### src/rtl/gift_cofb_ise_arb_if.sv
// Request/response/ALU signal bundle for the GIFT-COFB ISE arbiter.
// The arbiter uses the slave modport; requesters plus the ALU sit on the master side.
interface gift_cofb_ise_arb_if;
  logic        rq0_val;
  logic        rq0_rdy;
  logic [4:0]  rq0_fn;
  logic [6:0]  rq0_imm;
  logic [31:0] rq0_in1;
  logic [31:0] rq0_in2;
  logic        rs0_val;
  logic        rs0_rdy;
  logic [31:0] rs0_out;
  logic        rs0_ill;

  logic        rq1_val;
  logic        rq1_rdy;
  logic [4:0]  rq1_fn;
  logic [6:0]  rq1_imm;
  logic [31:0] rq1_in1;
  logic [31:0] rq1_in2;
  logic        rs1_val;
  logic        rs1_rdy;
  logic [31:0] rs1_out;
  logic        rs1_ill;

  logic [4:0]  alu_fn;
  logic [6:0]  alu_imm;
  logic [31:0] alu_in1;
  logic [31:0] alu_in2;
  logic        alu_val;
  logic        alu_oval;
  logic [31:0] alu_out;

  modport slave (
    input  rq0_val, rq0_fn, rq0_imm, rq0_in1, rq0_in2, rs0_rdy,
    input  rq1_val, rq1_fn, rq1_imm, rq1_in1, rq1_in2, rs1_rdy,
    input  alu_oval, alu_out,
    output rq0_rdy, rs0_val, rs0_out, rs0_ill,
    output rq1_rdy, rs1_val, rs1_out, rs1_ill,
    output alu_fn, alu_imm, alu_in1, alu_in2, alu_val
  );

  modport master (
    output rq0_val, rq0_fn, rq0_imm, rq0_in1, rq0_in2, rs0_rdy,
    output rq1_val, rq1_fn, rq1_imm, rq1_in1, rq1_in2, rs1_rdy,
    output alu_oval, alu_out,
    input  rq0_rdy, rs0_val, rs0_out, rs0_ill,
    input  rq1_rdy, rs1_val, rs1_out, rs1_ill,
    input  alu_fn, alu_imm, alu_in1, alu_in2, alu_val
  );
endinterface

### src/rtl/gift_cofb_ise_arb.sv
// Two-requester arbiter and issue sequencer sharing one GIFT-COFB ISE ALU:
// grant -> registered issue stage -> combinational ALU -> per-requester response buffer.
module gift_cofb_ise_arb #(
  parameter bit          PRIO0 = 1'b0,
  parameter int unsigned CNT_W = 16
) (
  input  logic               ise_clk,
  input  logic               ise_rst,
  gift_cofb_ise_arb_if.slave ise_bus,
  output logic [CNT_W-1:0]   op_cnt,
  output logic [CNT_W-1:0]   ill_cnt
);

  logic [1:0]  rq_val;
  logic [1:0]  rs_rdy;
  logic [4:0]  rq_fn  [2];
  logic [6:0]  rq_imm [2];
  logic [31:0] rq_in1 [2];
  logic [31:0] rq_in2 [2];

  assign rq_val    = {ise_bus.rq1_val, ise_bus.rq0_val};
  assign rs_rdy    = {ise_bus.rs1_rdy, ise_bus.rs0_rdy};
  assign rq_fn[0]  = ise_bus.rq0_fn;
  assign rq_fn[1]  = ise_bus.rq1_fn;
  assign rq_imm[0] = ise_bus.rq0_imm;
  assign rq_imm[1] = ise_bus.rq1_imm;
  assign rq_in1[0] = ise_bus.rq0_in1;
  assign rq_in1[1] = ise_bus.rq1_in1;
  assign rq_in2[0] = ise_bus.rq0_in2;
  assign rq_in2[1] = ise_bus.rq1_in2;

  logic        s1_val_q, s1_val_d;
  logic        s1_id_q,  s1_id_d;
  logic [4:0]  s1_fn_q,  s1_fn_d;
  logic [6:0]  s1_imm_q, s1_imm_d;
  logic [31:0] s1_in1_q, s1_in1_d;
  logic [31:0] s1_in2_q, s1_in2_d;

  logic [1:0]  rs_val_q, rs_val_d;
  logic [1:0]  rs_ill_q, rs_ill_d;
  logic [31:0] rs_out_q [2];
  logic [31:0] rs_out_d [2];

  logic             last_q, last_d;
  logic [CNT_W-1:0] op_cnt_q, op_cnt_d;
  logic [CNT_W-1:0] ill_cnt_q, ill_cnt_d;

  logic [1:0] elig;
  logic [1:0] req;
  logic [1:0] grant;

  // One op in flight per requester; a full response buffer being drained this cycle frees the slot.
  assign elig[0] = !(s1_val_q && !s1_id_q) && !(rs_val_q[0] && !rs_rdy[0]);
  assign elig[1] = !(s1_val_q &&  s1_id_q) && !(rs_val_q[1] && !rs_rdy[1]);
  assign req     = rq_val & elig;

  always_comb begin
    grant = '0;
    case (req)
      2'b01:   grant = 2'b01;
      2'b10:   grant = 2'b10;
      2'b11:   grant = (PRIO0 || last_q) ? 2'b01 : 2'b10;
      default: grant = '0;
    endcase
  end

  always_comb begin
    s1_val_d = |grant;
    s1_id_d  = grant[1];
    s1_fn_d  = '0;
    s1_imm_d = '0;
    s1_in1_d = '0;
    s1_in2_d = '0;
    last_d   = last_q;
    if (|grant) begin
      s1_fn_d  = rq_fn[grant[1]];
      s1_imm_d = rq_imm[grant[1]];
      s1_in1_d = rq_in1[grant[1]];
      s1_in2_d = rq_in2[grant[1]];
      last_d   = grant[1];
    end
  end

  always_comb begin
    rs_val_d = rs_val_q;
    rs_ill_d = rs_ill_q;
    rs_out_d = rs_out_q;
    for (int unsigned x = 0; x < 2; x++) begin
      if (s1_val_q && (s1_id_q == 1'(x))) begin
        rs_val_d[x] = 1'b1;
        rs_out_d[x] = ise_bus.alu_oval ? ise_bus.alu_out : '0;
        rs_ill_d[x] = !ise_bus.alu_oval;
      end else if (rs_val_q[x] && rs_rdy[x]) begin
        rs_val_d[x] = 1'b0;
      end
    end
    op_cnt_d  = op_cnt_q  + CNT_W'(s1_val_q);
    ill_cnt_d = ill_cnt_q + CNT_W'(s1_val_q && !ise_bus.alu_oval);
  end

  always_ff @(posedge ise_clk or posedge ise_rst) begin
    if (ise_rst) begin
      s1_val_q  <= 1'b0;
      s1_id_q   <= 1'b0;
      s1_fn_q   <= '0;
      s1_imm_q  <= '0;
      s1_in1_q  <= '0;
      s1_in2_q  <= '0;
      rs_val_q  <= '0;
      rs_ill_q  <= '0;
      rs_out_q  <= '{default: '0};
      last_q    <= 1'b1;
      op_cnt_q  <= '0;
      ill_cnt_q <= '0;
    end else begin
      s1_val_q  <= s1_val_d;
      s1_id_q   <= s1_id_d;
      s1_fn_q   <= s1_fn_d;
      s1_imm_q  <= s1_imm_d;
      s1_in1_q  <= s1_in1_d;
      s1_in2_q  <= s1_in2_d;
      rs_val_q  <= rs_val_d;
      rs_ill_q  <= rs_ill_d;
      rs_out_q  <= rs_out_d;
      last_q    <= last_d;
      op_cnt_q  <= op_cnt_d;
      ill_cnt_q <= ill_cnt_d;
    end
  end

  assign ise_bus.rq0_rdy = grant[0];
  assign ise_bus.rq1_rdy = grant[1];
  assign ise_bus.rs0_val = rs_val_q[0];
  assign ise_bus.rs1_val = rs_val_q[1];
  assign ise_bus.rs0_out = rs_out_q[0];
  assign ise_bus.rs1_out = rs_out_q[1];
  assign ise_bus.rs0_ill = rs_ill_q[0];
  assign ise_bus.rs1_ill = rs_ill_q[1];

  // Issue fields are loaded as zero on idle cycles, so the ALU sees all-zero operands when alu_val is low.
  assign ise_bus.alu_val = s1_val_q;
  assign ise_bus.alu_fn  = s1_fn_q;
  assign ise_bus.alu_imm = s1_imm_q;
  assign ise_bus.alu_in1 = s1_in1_q;
  assign ise_bus.alu_in2 = s1_in2_q;

  assign op_cnt  = op_cnt_q;
  assign ill_cnt = ill_cnt_q;

endmodule

### src/flat_wrapper.sv
// flat-port wrapper written by rule: the top's interface ports become plain ports
module gift_cofb_ise_arb_flat 
#(
  parameter bit          PRIO0 = 1'b0,
  parameter int unsigned CNT_W = 16
)
  (ise_clk, ise_rst, op_cnt, ill_cnt, ise_bus_rq0_val, ise_bus_rq0_fn, ise_bus_rq0_imm, ise_bus_rq0_in1, ise_bus_rq0_in2, ise_bus_rs0_rdy, ise_bus_rq1_val, ise_bus_rq1_fn, ise_bus_rq1_imm, ise_bus_rq1_in1, ise_bus_rq1_in2, ise_bus_rs1_rdy, ise_bus_alu_oval, ise_bus_alu_out, ise_bus_rq0_rdy, ise_bus_rs0_val, ise_bus_rs0_out, ise_bus_rs0_ill, ise_bus_rq1_rdy, ise_bus_rs1_val, ise_bus_rs1_out, ise_bus_rs1_ill, ise_bus_alu_fn, ise_bus_alu_imm, ise_bus_alu_in1, ise_bus_alu_in2, ise_bus_alu_val);
  gift_cofb_ise_arb_if ise_bus_i ();
  input  logic ise_clk;
  input  logic ise_rst;
  output logic [CNT_W-1:0] op_cnt;
  output logic [CNT_W-1:0] ill_cnt;
  input wire logic [$bits(ise_bus_i.rq0_val)-1:0] ise_bus_rq0_val;
  input wire logic [$bits(ise_bus_i.rq0_fn)-1:0] ise_bus_rq0_fn;
  input wire logic [$bits(ise_bus_i.rq0_imm)-1:0] ise_bus_rq0_imm;
  input wire logic [$bits(ise_bus_i.rq0_in1)-1:0] ise_bus_rq0_in1;
  input wire logic [$bits(ise_bus_i.rq0_in2)-1:0] ise_bus_rq0_in2;
  input wire logic [$bits(ise_bus_i.rs0_rdy)-1:0] ise_bus_rs0_rdy;
  input wire logic [$bits(ise_bus_i.rq1_val)-1:0] ise_bus_rq1_val;
  input wire logic [$bits(ise_bus_i.rq1_fn)-1:0] ise_bus_rq1_fn;
  input wire logic [$bits(ise_bus_i.rq1_imm)-1:0] ise_bus_rq1_imm;
  input wire logic [$bits(ise_bus_i.rq1_in1)-1:0] ise_bus_rq1_in1;
  input wire logic [$bits(ise_bus_i.rq1_in2)-1:0] ise_bus_rq1_in2;
  input wire logic [$bits(ise_bus_i.rs1_rdy)-1:0] ise_bus_rs1_rdy;
  input wire logic [$bits(ise_bus_i.alu_oval)-1:0] ise_bus_alu_oval;
  input wire logic [$bits(ise_bus_i.alu_out)-1:0] ise_bus_alu_out;
  output wire logic [$bits(ise_bus_i.rq0_rdy)-1:0] ise_bus_rq0_rdy;
  output wire logic [$bits(ise_bus_i.rs0_val)-1:0] ise_bus_rs0_val;
  output wire logic [$bits(ise_bus_i.rs0_out)-1:0] ise_bus_rs0_out;
  output wire logic [$bits(ise_bus_i.rs0_ill)-1:0] ise_bus_rs0_ill;
  output wire logic [$bits(ise_bus_i.rq1_rdy)-1:0] ise_bus_rq1_rdy;
  output wire logic [$bits(ise_bus_i.rs1_val)-1:0] ise_bus_rs1_val;
  output wire logic [$bits(ise_bus_i.rs1_out)-1:0] ise_bus_rs1_out;
  output wire logic [$bits(ise_bus_i.rs1_ill)-1:0] ise_bus_rs1_ill;
  output wire logic [$bits(ise_bus_i.alu_fn)-1:0] ise_bus_alu_fn;
  output wire logic [$bits(ise_bus_i.alu_imm)-1:0] ise_bus_alu_imm;
  output wire logic [$bits(ise_bus_i.alu_in1)-1:0] ise_bus_alu_in1;
  output wire logic [$bits(ise_bus_i.alu_in2)-1:0] ise_bus_alu_in2;
  output wire logic [$bits(ise_bus_i.alu_val)-1:0] ise_bus_alu_val;
  assign ise_bus_i.rq0_val = ise_bus_rq0_val;
  assign ise_bus_i.rq0_fn = ise_bus_rq0_fn;
  assign ise_bus_i.rq0_imm = ise_bus_rq0_imm;
  assign ise_bus_i.rq0_in1 = ise_bus_rq0_in1;
  assign ise_bus_i.rq0_in2 = ise_bus_rq0_in2;
  assign ise_bus_i.rs0_rdy = ise_bus_rs0_rdy;
  assign ise_bus_i.rq1_val = ise_bus_rq1_val;
  assign ise_bus_i.rq1_fn = ise_bus_rq1_fn;
  assign ise_bus_i.rq1_imm = ise_bus_rq1_imm;
  assign ise_bus_i.rq1_in1 = ise_bus_rq1_in1;
  assign ise_bus_i.rq1_in2 = ise_bus_rq1_in2;
  assign ise_bus_i.rs1_rdy = ise_bus_rs1_rdy;
  assign ise_bus_i.alu_oval = ise_bus_alu_oval;
  assign ise_bus_i.alu_out = ise_bus_alu_out;
  assign ise_bus_rq0_rdy = ise_bus_i.rq0_rdy;
  assign ise_bus_rs0_val = ise_bus_i.rs0_val;
  assign ise_bus_rs0_out = ise_bus_i.rs0_out;
  assign ise_bus_rs0_ill = ise_bus_i.rs0_ill;
  assign ise_bus_rq1_rdy = ise_bus_i.rq1_rdy;
  assign ise_bus_rs1_val = ise_bus_i.rs1_val;
  assign ise_bus_rs1_out = ise_bus_i.rs1_out;
  assign ise_bus_rs1_ill = ise_bus_i.rs1_ill;
  assign ise_bus_alu_fn = ise_bus_i.alu_fn;
  assign ise_bus_alu_imm = ise_bus_i.alu_imm;
  assign ise_bus_alu_in1 = ise_bus_i.alu_in1;
  assign ise_bus_alu_in2 = ise_bus_i.alu_in2;
  assign ise_bus_alu_val = ise_bus_i.alu_val;
  gift_cofb_ise_arb #(.PRIO0(PRIO0), .CNT_W(CNT_W)) u_core (.ise_clk(ise_clk), .ise_rst(ise_rst), .ise_bus(ise_bus_i), .op_cnt(op_cnt), .ill_cnt(ill_cnt));
endmodule
### config.mk
export PLATFORM = sky130hd
export DESIGN_NAME = gift_cofb_ise_arb_flat
export DESIGN_NICKNAME = d
export VERILOG_FILES = /design/src/rtl/gift_cofb_ise_arb_if.sv /design/src/rtl/gift_cofb_ise_arb.sv /design/src/flat_wrapper.sv
export SDC_FILE = /design/constraint.sdc
export NUM_CORES = 1
export LEC_CHECK = 0
export BUFFER_PORTS_ARGS = -buffer_cell sky130_fd_sc_hd__buf_4
export CORE_MARGIN = 4
export CORE_UTILIZATION = 35
export CTS_CLUSTER_DIAMETER = 100
export DETAILED_ROUTE_END_ITERATION = 8
export PLACE_DENSITY = 0.68
export RECOVER_POWER = 50
export REMOVE_ABC_BUFFERS = 1
export SLEW_MARGIN = 20
export SYNTH_ARGS = -nofsm -noshare
export SYNTH_HDL_FRONTEND = slang
export SYNTH_SLANG_ARGS = --single-unit
export TNS_END_PERCENT = 5
### constraint.sdc
create_clock -name ise_clk -period 7.49 [get_ports ise_clk]
set_clock_uncertainty 0.15 [all_clocks]
set_input_delay 0.3745 -clock ise_clk [delete_from_list [all_inputs] [get_ports ise_clk]]
set_output_delay 0.3745 -clock ise_clk [all_outputs]
set_load 0.005 [all_outputs]
**Word level (Yosys, flattened, before mapping)**

Index checks and enable logic that the tools add are counted.

- Bits in registers: 179
- Output and inout bits: 179

- Eq/ne operators: 3
- Reductions and logical operators: 21
- Add/subtract/negate cells: 2
- Magnitude comparators: 1
- Bitwise gates (word level): 3
- Mux-type cells: 23

Operators by type and width:

| kind | count |
|---|---|
| two-way mux 32 bit | 9 |
| adder 16 x 1 -> 16 bit | 2 |
| two-way mux 7 bit | 4 |
| two-way mux 5 bit | 4 |
| logical AND 1 bit | 10 |
| zero test 1 bit | 8 |
| one-hot mux 2 bit (3 select lines) | 1 |
| equality test 2 bit (second input constant) | 2 |
| two-way mux 1 bit | 4 |
| nonzero test 2 bit | 2 |
| AND 2 bit | 1 |
| equality test 2 x 1 -> 1 bit (second input constant) | 1 |
| greater-or-equal comparator 2 bit (second input constant) | 1 |
| two-way mux 2 bit | 1 |
| NOT 1 -> 2 bit | 1 |
| OR reduction 2 bit | 1 |
| NOT 1 bit | 1 |

**Logic depth before layout (Yosys ltp)**

- Depth after elaboration: 12
- Mapped depth: 8
- Gate-level depth less buffers: 6

**Worst setup path after synthesis**

Ideal clock, no wire load.

- Path kind: input to register
- Start: input port ise_bus_alu_oval
- End: register u_core.ill_cnt_q[14] (netlist: u_core.ill_cnt[14])
- Stages: 8
- Arrival: 1688 ps
- Slack: 5526 ps
- Setup time: 125 ps
- Path through: clkbuf_1 > clkbuf_1 > nor2b_1 > ha_1 > ha_1 > nand4_1 > nor2_1 > xor2_1

- Word-level cells in the longest chain between the ends: 3

Ends and longest elaborated chain:

| item | line | source |
|---|---|---|
| start, declared | flat_wrapper.sv:25 | `input wire logic [$bits(ise_bus_i.alu_oval)-1:0] ise_bus_alu_oval;` |
| zero test 1 bit | gift_cofb_ise_arb.sv:98 | `ill_cnt_d = ill_cnt_q + CNT_W'(s1_val_q && !ise_bus.alu_oval);` |
| logical AND 1 bit | gift_cofb_ise_arb.sv:98 |  |
| adder 16 x 1 -> 16 bit | gift_cofb_ise_arb.sv:98 |  |
| via u_core.ill_cnt_d[14] | gift_cofb_ise_arb.sv:46 | `logic [CNT_W-1:0] ill_cnt_q, ill_cnt_d;` |
| end signal, assigned | gift_cofb_ise_arb.sv:127 | `ill_cnt_q <= ill_cnt_d;` |
| end, declared | gift_cofb_ise_arb.sv:46 |  |

The timed path passes the listed nets, and every way through them passes these cells.
A chain may end at the register's enable or synchronous reset.

==> results.cfg <==
[clocking]
cts.repair.resized = 0
cts_root_buf = clkbuf_16
clk_latency_ns = 0.42
cts_tree = yes
hold_buffers = 41
cts.sinks = 179
clk_pin_slew_ns = 0.07
post_cts.repair.setup_buffers = 0
clock_path_buffers = 2
cts_made_buffers = 17
htreeDepth = 4

[yosys]
muxShareOfSynthArea_pct = 0
synthAdderAreaFrac_pct = 0.7510
synth_area_um2 = 6664
synth.avg_cell_area_um2 = 12.05
ys_seq_area_share_pct = 67.24
synthXorXnorAreaFrac_pct = 3.680
synth-compound-area-share_pct = 15.51
synth_cells = 553
synth_warnings = 0
synth_top_family_by_area = compound AO/OA/AOI/OAI gates
synth_largest_area_cell = dfrtp_1
synth_simple_gate_area_share_pct = 10.31
synthTopCellsByArea = dfrtp_1 67%, a22o_1 10%, nand2_1 6.4%
synth_cell_types = 26
synth-seq-cells = 179
synth_top_area_share_pct = 66.84

[pwr]
p_int_uw = 2370
comb_power_share_pct = 28.8
switching_share_pct = 30.49
totalPowerFinal_uw = 3410
vdd_drop_max_v = 0.0001465
p_switching_uw = 1040
clkPwrFrac_pct = 29.2
pwr-share-seq_pct = 42.0
power_density_nw_per_um2 = 325.2
p_leak_uw = 0.005221

[setup_path]
cp_cell_sequence = dlygate4sd3_1 -> clkbuf_4 -> clkinvlp_2 -> buf_4
startpoint_type = primary input
crit_path_max_incr_delay_ns = 2.66
critPathSlowestCell = clkinvlp_2
crit_arrival_ns = 4.92
timing.critical_path.buf_inv = 4
worstPathRequired_ns = 7.78
path_max_fanout = 113
crit_family = buffers and inverters
crit_type = primary input to async pin
crit_path_end_kind = async pin

[finish]
drive_gt1_share_pct = 35.91
post-route-util_pct = 56.05
nNetsFinal = 1151
multiInputGateArea_um2 = 2038
mostFrequentLayoutCell = buf_4
seq_area_um2 = 4481
fillers = 1665
areaGrowthSynthToFinish_pct = 57.32
final_cell_mix = 224 x buf_4, 178 x dfrtp_1, 114 x nand2_1, 84 x clkbuf_4, 76 x a22o_1

[floorplanning]
core_um2 = 18710
initial_core_util_pct = 35.63
io_pins = 370
dieArea_um2 = 21310
num_rows = 50
die-height_um = 146.0
dieWidth_um = 146.0

[global_routing]
grt-ovfl-total = 0
track_usage_pct = 20.54
grt_antenna_before_repair = 1
grt_pass1_wl_mm = 34.21
grt_start_max_net_pins = 114
grt_pass1_vias = 6101

[placement]
io_buffers = 369
gp_congestion = 0.8038
place_hpwl_mm = 16.19

[timing]
hold_viol = 0
finalSetupViolCount = 0
fmax_ghz = 0.2156
min_period_ns = 4.637
setup_tns_ns = 0
rsz0062_at_grt = no
slew_headroom_pct = -225.1
slew_viol_final = 114
tightest_slew_ns = 4.850
fin_crit_sh_pct = 61.91

[hold_path]
hold_path.class = primary input to flop

[status]
status = finished with violations
violations = max-capacitance violations, max-slew violations

[route]
drc = 0
routed_wl_mm = 21.95
final_antenna_net_count = 0
drt_iter0_markers = 241
wl_per_cell_um = 18.23
via_per_inst = 4.747
drt_pre_antenna_iters = 4
via_count = 5715

[flow_run]
maxCapViolations = 1
## power by group through the flow
stage          Combinational, uW  Sequential [uW]  Clock [uW]
6_report                     983             1430         995
5_1_grt                     1100             1470        1050
4_1_cts                     1100             1440        1020
3_5_place_dp                1080             1450           0
3_3_place_gp                1060             1450           0
2_1_floorplan                360             1450           0
## metal layers
metal | vias to the layer above | part of all wire [%] | GRT usage [%]
met1 | 2732 | 36 | 22.50
li1 | 2725 | - | -
met2 | 223 | 51 | 35.08
met3 | 35 | 10 | 9.249
met5 | - | 0 | 0
met4 | 0 | 2.8 | 7.902
## Yosys cell counts
| library cell | instances |
|---|---|
| nand2_1 | 114 |
| and3_1 | 5 |
| nand2b_2 | 1 |
| nand3_2 | 2 |
| ha_1 | 4 |
| buf_4 | 5 |
| nand2_2 | 1 |
| o21ai_0 | 66 |
| a21oi_1 | 1 |
| dfstp_2 | 1 |
| inv_1 | 2 |
| a41oi_2 | 2 |
| nor2b_1 | 1 |
| clkbuf_1 | 18 |
| dfrtp_1 | 178 |
| and4_1 | 1 |
| nand3_1 | 16 |
| xor2_1 | 12 |
| nor3_1 | 4 |
| nor2_1 | 9 |
| nor4_1 | 1 |
| nand2b_1 | 3 |
| buf_2 | 11 |
| xnor2_1 | 16 |
| nand4_1 | 3 |
| a22o_1 | 76 |
## cell type report
type                    instances  area share, %
repair buffers                418          28.62
flip-flops and latches        179          42.74
clock buffers                  18          4.189
diodes                          1        0.02387
inverters                       2        0.08354
clock inverters                14          2.112
well taps                     234          2.793
multi-input cells             338          19.44
## final timing paths
check                                           start                          to  slack, ns  depth (start not counted)
max in group ise_clk           u_core.ise_bus.alu_val             ise_bus_rq0_rdy       4.15                          6
max                                           ise_rst  u_core.ise_bus.alu_in2[31]       2.85                          4
max reg2reg                    u_core.ise_bus.alu_val  u_core.ise_bus.alu_in1[27]       4.32                          7
min                                ise_bus_rq0_in1[6]   u_core.ise_bus.alu_in1[6]       0.02                          2
min in group asynchronous                     ise_rst  u_core.ise_bus.alu_in2[26]       1.83                          3
min reg2reg                u_core.ise_bus.rs0_out[27]  u_core.ise_bus.rs0_out[27]       0.33                          2
## worst reg2reg max path, cell delays in order (launching register included)
cell,delay (ns)
dfrtp_1,0.44
nand2_2,0.07
buf_4,0.47
nand3_2,0.26
a41oi_4,0.21
buf_4,0.66
a22o_1,0.32
dlygate4sd3_1,0.55
## cell families after synthesis
kind of cell,after synthesis
XOR/XNOR,28
AND/OR/NAND/NOR,161
buffers and inverters,36
adder cells (fa/ha/maj),4
AO/OA/AOI/OAI,145
flip-flops,179
## metrics by stage
stage               hold WS (ns)  setup WS, ns  area [um^2]  std cells
global placement          0.3098         4.621         9632       1127
floorplan                 0.3147         2.109         6504        519
CTS                    0.0003964         4.115        10700       1200
finish                   0.02214         2.853        10480       1204
global route           0.0008276         2.019        10480       1204
detailed placement        0.3219         4.582         9632       1127
## flip-flops by register name, indices dropped and copies added, names as in the netlist
register                flops
u_core.ise_bus.rs0_out     32
u_core.ise_bus.alu_imm      7
u_core.last_q               1
u_core.rs_val_q             2
u_core.ise_bus.alu_in1     32
u_core.ise_bus.alu_fn       5
u_core.ise_bus.rs1_out     32
u_core.ill_cnt             16
u_core.rs_ill_q             2
u_core.s1_id_q              1
u_core.ise_bus.alu_in2     32
u_core.op_cnt              16
u_core.ise_bus.alu_val      1
No activity file was read; power rests on OpenSTA's default activity.
